## config.mk

```make
export PLATFORM = sky130hd
export DESIGN_NAME = latch_bank_ctrl
export DESIGN_NICKNAME = d
export VERILOG_FILES = /design/src/rtl/latch_ctrl_pkg.sv /design/src/rtl/latch_bank_ctrl_rr_arbiter.sv /design/src/rtl/latch_bank_ctrl.sv
export SDC_FILE = /design/constraint.sdc
export NUM_CORES = 1
export LEC_CHECK = 0
export ABC_AREA = 1
export CAP_MARGIN = 10
export CELL_PAD_IN_SITES_DETAIL_PLACEMENT = 1
export CELL_PAD_IN_SITES_GLOBAL_PLACEMENT = 1
export CORE_MARGIN = 1
export CORE_UTILIZATION = 28
export CTS_CLUSTER_SIZE = 28
export DETAILED_ROUTE_END_ITERATION = 16
export MAX_ROUTING_LAYER = met4
export PLACE_DENSITY = 0.82
export REMOVE_ABC_BUFFERS = 1
export SLEW_MARGIN = 10
export SYNTH_ARGS = -nofsm -noshare
export SYNTH_HDL_FRONTEND = slang
export SYNTH_HIERARCHICAL = 1
export SYNTH_SLANG_ARGS = --single-unit
export TNS_END_PERCENT = 100
```

## constraint.sdc

```tcl
create_clock -name clk -period 1.1 [get_ports clk]
set_input_delay 0.11 -clock clk [delete_from_list [all_inputs] [get_ports clk]]
set_output_delay 0.11 -clock clk [all_outputs]
set_load 0.01 [all_outputs]
```

## src/rtl/latch_ctrl_pkg.sv

```systemverilog
// Shared types and sizing helpers for the latch bank write sequencer.
// Imported by the arbiter and the sequencer.
package latch_ctrl_pkg;

  typedef enum logic [1:0] {
    IDLE  = 2'd0,
    SETUP = 2'd1,
    PULSE = 2'd2,
    HOLD  = 2'd3
  } state_e;

  function automatic int cnt_w(input int n);
    return $clog2(n) + 1;
  endfunction

  localparam int EN_CYCLES_DEF = 1;
  localparam int CNT_W = cnt_w(EN_CYCLES_DEF);

endpackage

```

## src/rtl/latch_bank_ctrl_rr_arbiter.sv

```systemverilog
// Combinational round-robin pick: first requester at or after ptr.
// Returns a one-hot grant and its encoded index.
module rr_arbiter
  import latch_ctrl_pkg::*;
#(
  parameter int NREQ = 2,
  parameter int PW   = $clog2(NREQ)
) (
  input  logic [NREQ-1:0] req,
  input  logic [PW-1:0]   ptr,
  output logic [NREQ-1:0] gnt,
  output logic [PW-1:0]   idx
);

  logic          found;
  logic [PW-1:0] j;

  always_comb begin
    gnt   = '0;
    idx   = '0;
    found = 1'b0;
    j     = '0;
    for (int k = 0; k < NREQ; k++) begin
      j = PW'((int'(ptr) + k) % NREQ);
      if (!found && req[j]) begin
        gnt[j] = 1'b1;
        idx    = j;
        found  = 1'b1;
      end
    end
  end

endmodule

```

## src/rtl/latch_bank_ctrl.sv

```systemverilog
// Write sequencer for a bank of level-sensitive latches: setup,
// one-hot enable window, hold, then ack to the granted requester.
module latch_bank_ctrl
  import latch_ctrl_pkg::*;
#(
  parameter int NREQ      = 2,
  parameter int DW        = 8,
  parameter int NLAT      = 4,
  parameter int AW        = 2,
  parameter int EN_CYCLES = 1
) (
  input  logic               clk,
  input  logic               reset,
  input  logic [NREQ-1:0]    req,
  input  logic [NREQ*AW-1:0] req_addr,
  input  logic [NREQ*DW-1:0] req_data,
  output logic [NREQ-1:0]    ack,
  output logic               err,
  output logic [DW-1:0]      d_out,
  output logic [NLAT-1:0]    en_out,
  output logic               busy
);

  localparam int PW = $clog2(NREQ);
  localparam int CW = cnt_w(EN_CYCLES);

  state_e          state;
  logic [CW-1:0]   cnt;
  logic [PW-1:0]   ptr;
  logic [PW-1:0]   win;
  logic [PW-1:0]   gidx;
  logic [NREQ-1:0] gnt;
  logic [AW-1:0]   cap_addr;
  logic [NLAT-1:0] sel;
  logic            oor;

  rr_arbiter #(.NREQ(NREQ)) u_arb (
    .req (req),
    .ptr (ptr),
    .gnt (gnt),
    .idx (gidx)
  );

  // Out-of-range addresses decode to no enable at all.
  always_comb begin
    sel = '0;
    for (int i = 0; i < NLAT; i++)
      sel[i] = (cap_addr == AW'(i));
    oor = 32'(cap_addr) >= 32'(NLAT);
  end

  always_ff @(posedge clk or negedge reset) begin
    if (!reset) begin
      state    <= IDLE;
      cnt      <= '0;
      ptr      <= '0;
      win      <= '0;
      cap_addr <= '0;
      d_out    <= '0;
      en_out   <= '0;
      ack      <= '0;
      err      <= 1'b0;
      busy     <= 1'b0;
    end else begin
      unique case (state)
        IDLE: begin
          if (|gnt) begin
            win      <= gidx;
            cap_addr <= req_addr[gidx*AW +: AW];
            d_out    <= req_data[gidx*DW +: DW];
            busy     <= 1'b1;
            state    <= SETUP;
          end
        end
        SETUP: begin
          en_out <= sel;
          cnt    <= CW'(EN_CYCLES - 1);
          state  <= PULSE;
        end
        PULSE: begin
          if (cnt == '0) begin
            en_out <= '0;
            ack    <= NREQ'(1) << win;
            err    <= oor;
            ptr    <= (win == PW'(NREQ - 1)) ? '0 : win + 1'b1;
            state  <= HOLD;
          end else begin
            cnt <= cnt - 1'b1;
          end
        end
        HOLD: begin
          ack   <= '0;
          err   <= 1'b0;
          busy  <= 1'b0;
          state <= IDLE;
        end
      endcase
    end
  end

endmodule

```

; Word-level counts from Yosys, hierarchy flattened
; Index checks and enable logic that the tools add are counted.
[word_totals]
regBits = 23
latch_bits = 0
ramBits = 0
mem_bits_ro = 0
input_bits = 24
elab_cells = 73
mem_count = 0
[op_classes]
addsub = 3
mul = 0
div = 0
magnitude_cmp = 4
n_eq_ne = 8
n_shift = 3
n_mux = 27
n_bitwise = 2
n_reduce_logical = 16
[ops]
columns = cell, count
row1 = indexed part select 16 x 5 -> 8 bit, 1
row2 = 2-to-1 mux 1 bit, 13
row3 = AND reduction 2 bit, 6
row4 = 2-to-1 mux 2 bit, 5
row5 = "equality test 2 bit, second input constant", 4
row6 = case mux 2 bit (4 select lines), 1
row7 = case mux 4 bit (2 select lines), 1
row8 = case mux 1 bit (2 select lines), 3
row9 = nonzero test 2 bit, 3
row10 = "equality test 2 x 1 -> 1 bit, second input constant", 2
row11 = logical NOT 2 bit, 2
row12 = "less-than comparator 1 x 2 -> 1 bit, second input constant", 2
row13 = 2-to-1 mux 4 bit, 1
row14 = "inequality test 2 bit, second input constant", 2
row15 = case mux 2 bit (2 select lines), 1
row16 = indexed part select 4 x 3 -> 2 bit, 1
row17 = logical AND 1 bit, 3
row18 = "adder 1 bit, second input constant", 2
row19 = demux 1 bit (select 1 bit), 2
row20 = "greater-or-equal comparator 1 bit, second input constant", 2
row21 = bitwise OR 2 bit, 1
row22 = OR reduction 2 bit, 1
row23 = "left shift 1 x 1 -> 2 bit, first input constant", 1
row24 = logical NOT 1 bit, 1
row25 = 2 further kinds, 2

; Depth between registers and ports, before layout
[logic_depth]
ltp_word = 10
ltp_mapped = 8
mapped_depth_nobuf = 7

; Hierarchy
; The synthesis kept the hierarchy.
[by_module_without_submodules]
columns = module, n_inst, cells_per_inst, area_per_inst_um2
row1 = latch_bank_ctrl, 1, 140, 1074.8
row2 = rr_arbiter, 1, 5, 28.8

; Worst setup path after synthesis
; OpenSTA, ideal clock, no wires.
[synth_timing]
path_type = flip-flop to flip-flop
start = register state[0]
end = register d_out[0]
arrival_time_ns = 1.074
slack_ns = -0.090
stages_incl_launch_ff = 7
n_path_buf = 1
synth_period_minus_slack_ns = 1.190
path_cell_list = dfrtp_1 -> inv_1 -> ha_1 -> o21ai_4 -> buf_6 -> nand2_1 -> nand2_1
[synth_via]
elab_chain_cells = 2
[synth_lines]
columns = item, line
row1 = from (decl), latch_bank_ctrl.sv:27  ; state_e state;
row2 = from (signal assigned), latch_bank_ctrl.sv:54  ; state <= IDLE;
row3 = from (signal assigned), latch_bank_ctrl.sv:72  ; state <= SETUP;
row4 = from (signal assigned), latch_bank_ctrl.sv:78  ; state <= PULSE;
row5 = logical NOT 2 bit, latch_bank_ctrl.sv:65  ; unique case (state)
row6 = AND reduction 2 bit (no line), n/a
row7 = to (signal assigned), latch_bank_ctrl.sv:70  ; d_out <= req_data[gidx*DW +: DW];
row8 = to (decl), latch_bank_ctrl.sv:19  ; output logic [DW-1:0] d_out,
; Every way passes these cells.
; A chain may end at the register's enable or synchronous reset.

; Final worst setup path
[layout_timing]
start = register ptr
end = register busy
[layout_via]
elab_chain_cells = 10
elab_cells_between_ends = 24
classes_between = 1 x add/sub / 4 x order compare / 1 x eq/ne / 11 x mux / 1 x bitwise / 6 x reduce/logical
[layout_lines]
columns = item, line
row1 = from (decl), latch_bank_ctrl.sv:29  ; logic [PW-1:0] ptr;
row2 = from (signal assigned), latch_bank_ctrl.sv:85  ; ptr <= (win == PW'(NREQ - 1)) ? '0 : win + 1'b1;
row3 = "adder 1 bit, or another cell as far along", latch_bank_ctrl_rr_arbiter.sv:24  ; j = PW'((int'(ptr) + k) % NREQ);
row4 = "less-than comparator 1 x 2 -> 1 bit (not written as such), or another cell as far along", latch_bank_ctrl_rr_arbiter.sv:26  ; gnt[j] = 1'b1;
row5 = logical AND 1 bit (not written as such) or 2-to-1 mux 1 bit (tied branches), latch_bank_ctrl_rr_arbiter.sv:26
row6 = 2-to-1 mux 1 bit (not written as such) or demux 1 bit (select 1 bit) (tied branches), n/a
row7 = demux 1 bit (select 1 bit) or 2-to-1 mux 2 bit (tied branches), n/a
row8 = bitwise OR 2 bit (no line), n/a
row9 = 2-to-1 mux 2 bit *, latch_bank_ctrl_rr_arbiter.sv:25  ; if (!found && req[j]) begin
row10 = via gnt[1], latch_bank_ctrl.sv:32  ; logic [NREQ-1:0] gnt;
row11 = OR reduction 2 bit *, latch_bank_ctrl.sv:67  ; if (|gnt) begin
row12 = inequality test 2 bit (no line) *, n/a
row13 = AND reduction 2 bit (no line) *, n/a
row14 = to (signal assigned), latch_bank_ctrl.sv:63  ; busy <= 1'b0;
row15 = to (signal assigned), latch_bank_ctrl.sv:71  ; busy <= 1'b1;
row16 = to (signal assigned), latch_bank_ctrl.sv:94  ; busy <= 1'b0;
row17 = to (decl), latch_bank_ctrl.sv:21  ; output logic busy
; The timed path passes the listed nets; every way through them passes the cells marked *. The select of a mux whose other input is x is not followed.

==> impl_metrics.py <==
metrics = {
    "critical_path": {
        "worstPathRequired_ns": 1.30,
        "critPathKind": "register to register",
        "reg2reg_setup_slack_ns": -0.14,
        "startpoint": "ptr",
        "endpoint_kind": "register",
        "startpoint_type": "register",
        "cp-endpoint": "busy",
        "r2r-end": "busy",
        "cp.arrival_ns": 1.43,
        "rr_worst_depth": 7,
        "crit_fanout": 5,
        "r2r_start": "ptr",
    },
    "sta": {
        "clock.fmax_ghz": 0.8087,
        "hold_ws_ns": 0.1849,
        "rsz0062_at_grt": "yes",
        "setup_viol_count_final": 15,
        "min_period_ns": 1.237,
        "fin_ws_ns": -0.1366,
        "finalMaxSlewViolations": 0,
        "hold_violations": 0,
        "clock_skew_ns": 0.006495,
        "tns_ns": -1.425,
        "timing.final.crit_share_pct": 112.4,
    },
    "yosys": {
        "synth_most_common_cell": "nand2_1",
        "syn-cell-area_sq_mm": 0.001104,
        "synth_cell_types": 19,
        "synthTopCellsByCount": "nand2_1, dfrtp_1, inv_1, ha_1",
        "synth.area.top_cells": "dfrtp_1, nand2_1, ha_1",
        "synth.ff_latch_count": 21,
        "syn_inst": 145,
        "synth_seq_area_share_pct": 47.62,
        "synth_top_cell_by_area": "dfrtp_1",
        "yosysTopAreaCellShare_pct": 47.62,
        "ys.flop_type": "dfrtp_1",
        "synth_warnings": 6,
        "postSynthAreaPerCell_sq_um": 7.611,
        "synth_edf_count": 0,
        "async_reset_ff_share_pct": 100.0,
    },
    "power_and_ir_drop": {
        "vdd_ir_drop_max_uv": 712.7,
        "p_per_area_mw_per_mm2": 2568,
        "p_total_mw": 4.721,
        "p_leak_nw": 0.9604,
    },
    "cells_and_area": {
        "fin_nets": 230,
        "fin_util_pct": 49.46,
        "fillers": 454,
        "stdcell_count": 247,
        "multi_input_area_sq_um": 595.6,
        "seq_area_sq_um": 525.5,
        "num_antenna_cells": 0,
        "layout-drive-gt1-share_pct": 23.62,
        "area_delta_synth_final_pct": 66.55,
        "design_area_sq_mm": 0.001838,
    },
    "global_routing": {
        "grt_overflow": 0,
        "grt_pass1_vias": 1144,
        "grt_max_degree": 22,
        "antenna_found_initial": 0,
        "grtUsageTotal_pct": 17.32,
        "use_met1_pct": 20.15,
        "grt_pass1_wl_microns": 5333,
        "grtUsageMet3_pct": 3.169,
        "top_usage_layer": "met2",
        "grtUsageMet2_pct": 29.82,
    },
    "floorplanning": {
        "die_w_microns": 64.78,
        "initial_core_util_pct": 29.70,
        "num_rows": 22,
        "die_area_sq_mm": 0.004196,
        "core_sq_mm": 0.003716,
        "ios": 40,
        "die_h_microns": 64.78,
    },
    "cts": {
        "clkLatencyLatePin_ns": 0.26,
        "cts_buffers": 3,
        "clk_pin_slew_ns": 0.08,
        "cts_tree": "yes",
        "cts-root-buf": "clkbuf_8",
        "clock_sinks": 21,
        "clk_path_buf_depth": 2,
        "cts-htree-levels": 1,
    },
    "place": {
        "portBuffers": 38,
        "place_inst": 241,
        "hpwl_microns": 2210,
        "dpl-instance-area_sq_mm": 0.001645,
        "gp_congestion": 0.7422,
        "place_ws_ns": -0.3620,
    },
    "worst_hold_path": {
        "min_path_type": "input port to async pin",
    },
    "detailed_routing": {
        "viasPerCell": 4.413,
        "dr.pass1.iters": 3,
        "dr.first_iter.drc_count": 21,
        "wl_per_cell_microns": 12.08,
        "drtAntennaViolNets": 0,
        "totalWireLength_microns": 2983,
        "drc": 0,
        "vias": 1090,
    },
    "status": {
        "failed_checks": "setup timing",
        "outcome": "complete, but fails checks",
    },
    "flow_run": {
        "cap_violations": 0,
    },
}
cell usage in the layout (no fill, tap or decap), types with 2 or more instances in the layout:
cell type and count:
dlygate4sd2_1 15, buf_6 2, nand3_1 2, clkbuf_8 3, ha_1 2, clkdlybuf4s50_1 22
o21ai_2 3, inv_2 5, ha_4 3, nand3_2 2, nand2_1 73, buf_4 11
inv_4 4, dfrtp_1 21, buf_12 3, o22ai_2 3, inv_1 10
where the power goes:
group	total, mW	switching [mW]	internal, mW
Clock	0.505	0.253	0.252
Combinational	2.84	1.46	1.39
Sequential	1.37	0.238	1.13
Total	4.72	1.95	2.77
area by class of cell:
class                      instances  share of cell area, %
inverter                          19                  4.425
clock inverter                     1                 0.2723
clock buffer                       3                  2.246
timing repair buffer              54                  28.80
sequential                        21                  28.59
multi-input combinational        101                  32.40
tap                               48                  3.268
sequential cells by signal, summed over array words and instances, names as in the netlist:
register	count
d_out	8
en_out	4
ack	2
cap_addr	2
state	2
busy	1
ptr	1
win	1
layer usage:
layer | wire length [microns] | vias to the layer above | part of all wire [%]
met5 | 0 | - | 0
met4 | 29 | 0 | 0.97
met3 | 123 | 4 | 4.1
met2 | 1500 | 29 | 50
met1 | 1329 | 509 | 45
li1 | - | 548 | -
cell families after synthesis:
group | after synthesis | share of synthesized area, %
compound gates | 12 | 7.482
other cells | 1 | 0.3398
simple gates | 82 | 28.69
flops | 21 | 47.62
fa+ha+maj | 6 | 6.803
buf+inv | 23 | 9.071
worst max-delay path, cell delays in order, from the launching register on:
cell     delay [ns]
dfrtp_1        0.40
inv_2          0.07
a21oi_2        0.04
buf_4          0.14
o21ai_4        0.23
buf_4          0.16
nand3_2        0.06
nand2_1        0.07
how the worst min path moves through the flow:
stage,start,depth (start not counted),slack [ns],endpoint
after floorplan,reset,0,-0.19,ack[0]
after global placement,d_out[3],2,0.47,d_out[3]
after detailed placement,reset,2,0.48,ack[0]
after CTS,reset,2,0.19,state[1]
after global routing,reset,2,0.20,state[1]
final,reset,2,0.18,state[1]
timing repair:
action,4_1_cts,5_1_grt
cloned,1,0
setup buffers,1,1
pin swaps,4,6
resized for setup,44,12
endpoints found under the setup margin,36,20
hold buffers,0,0
hold endpoints to repair,0,0
No activity file was read; power rests on OpenSTA's default activity.
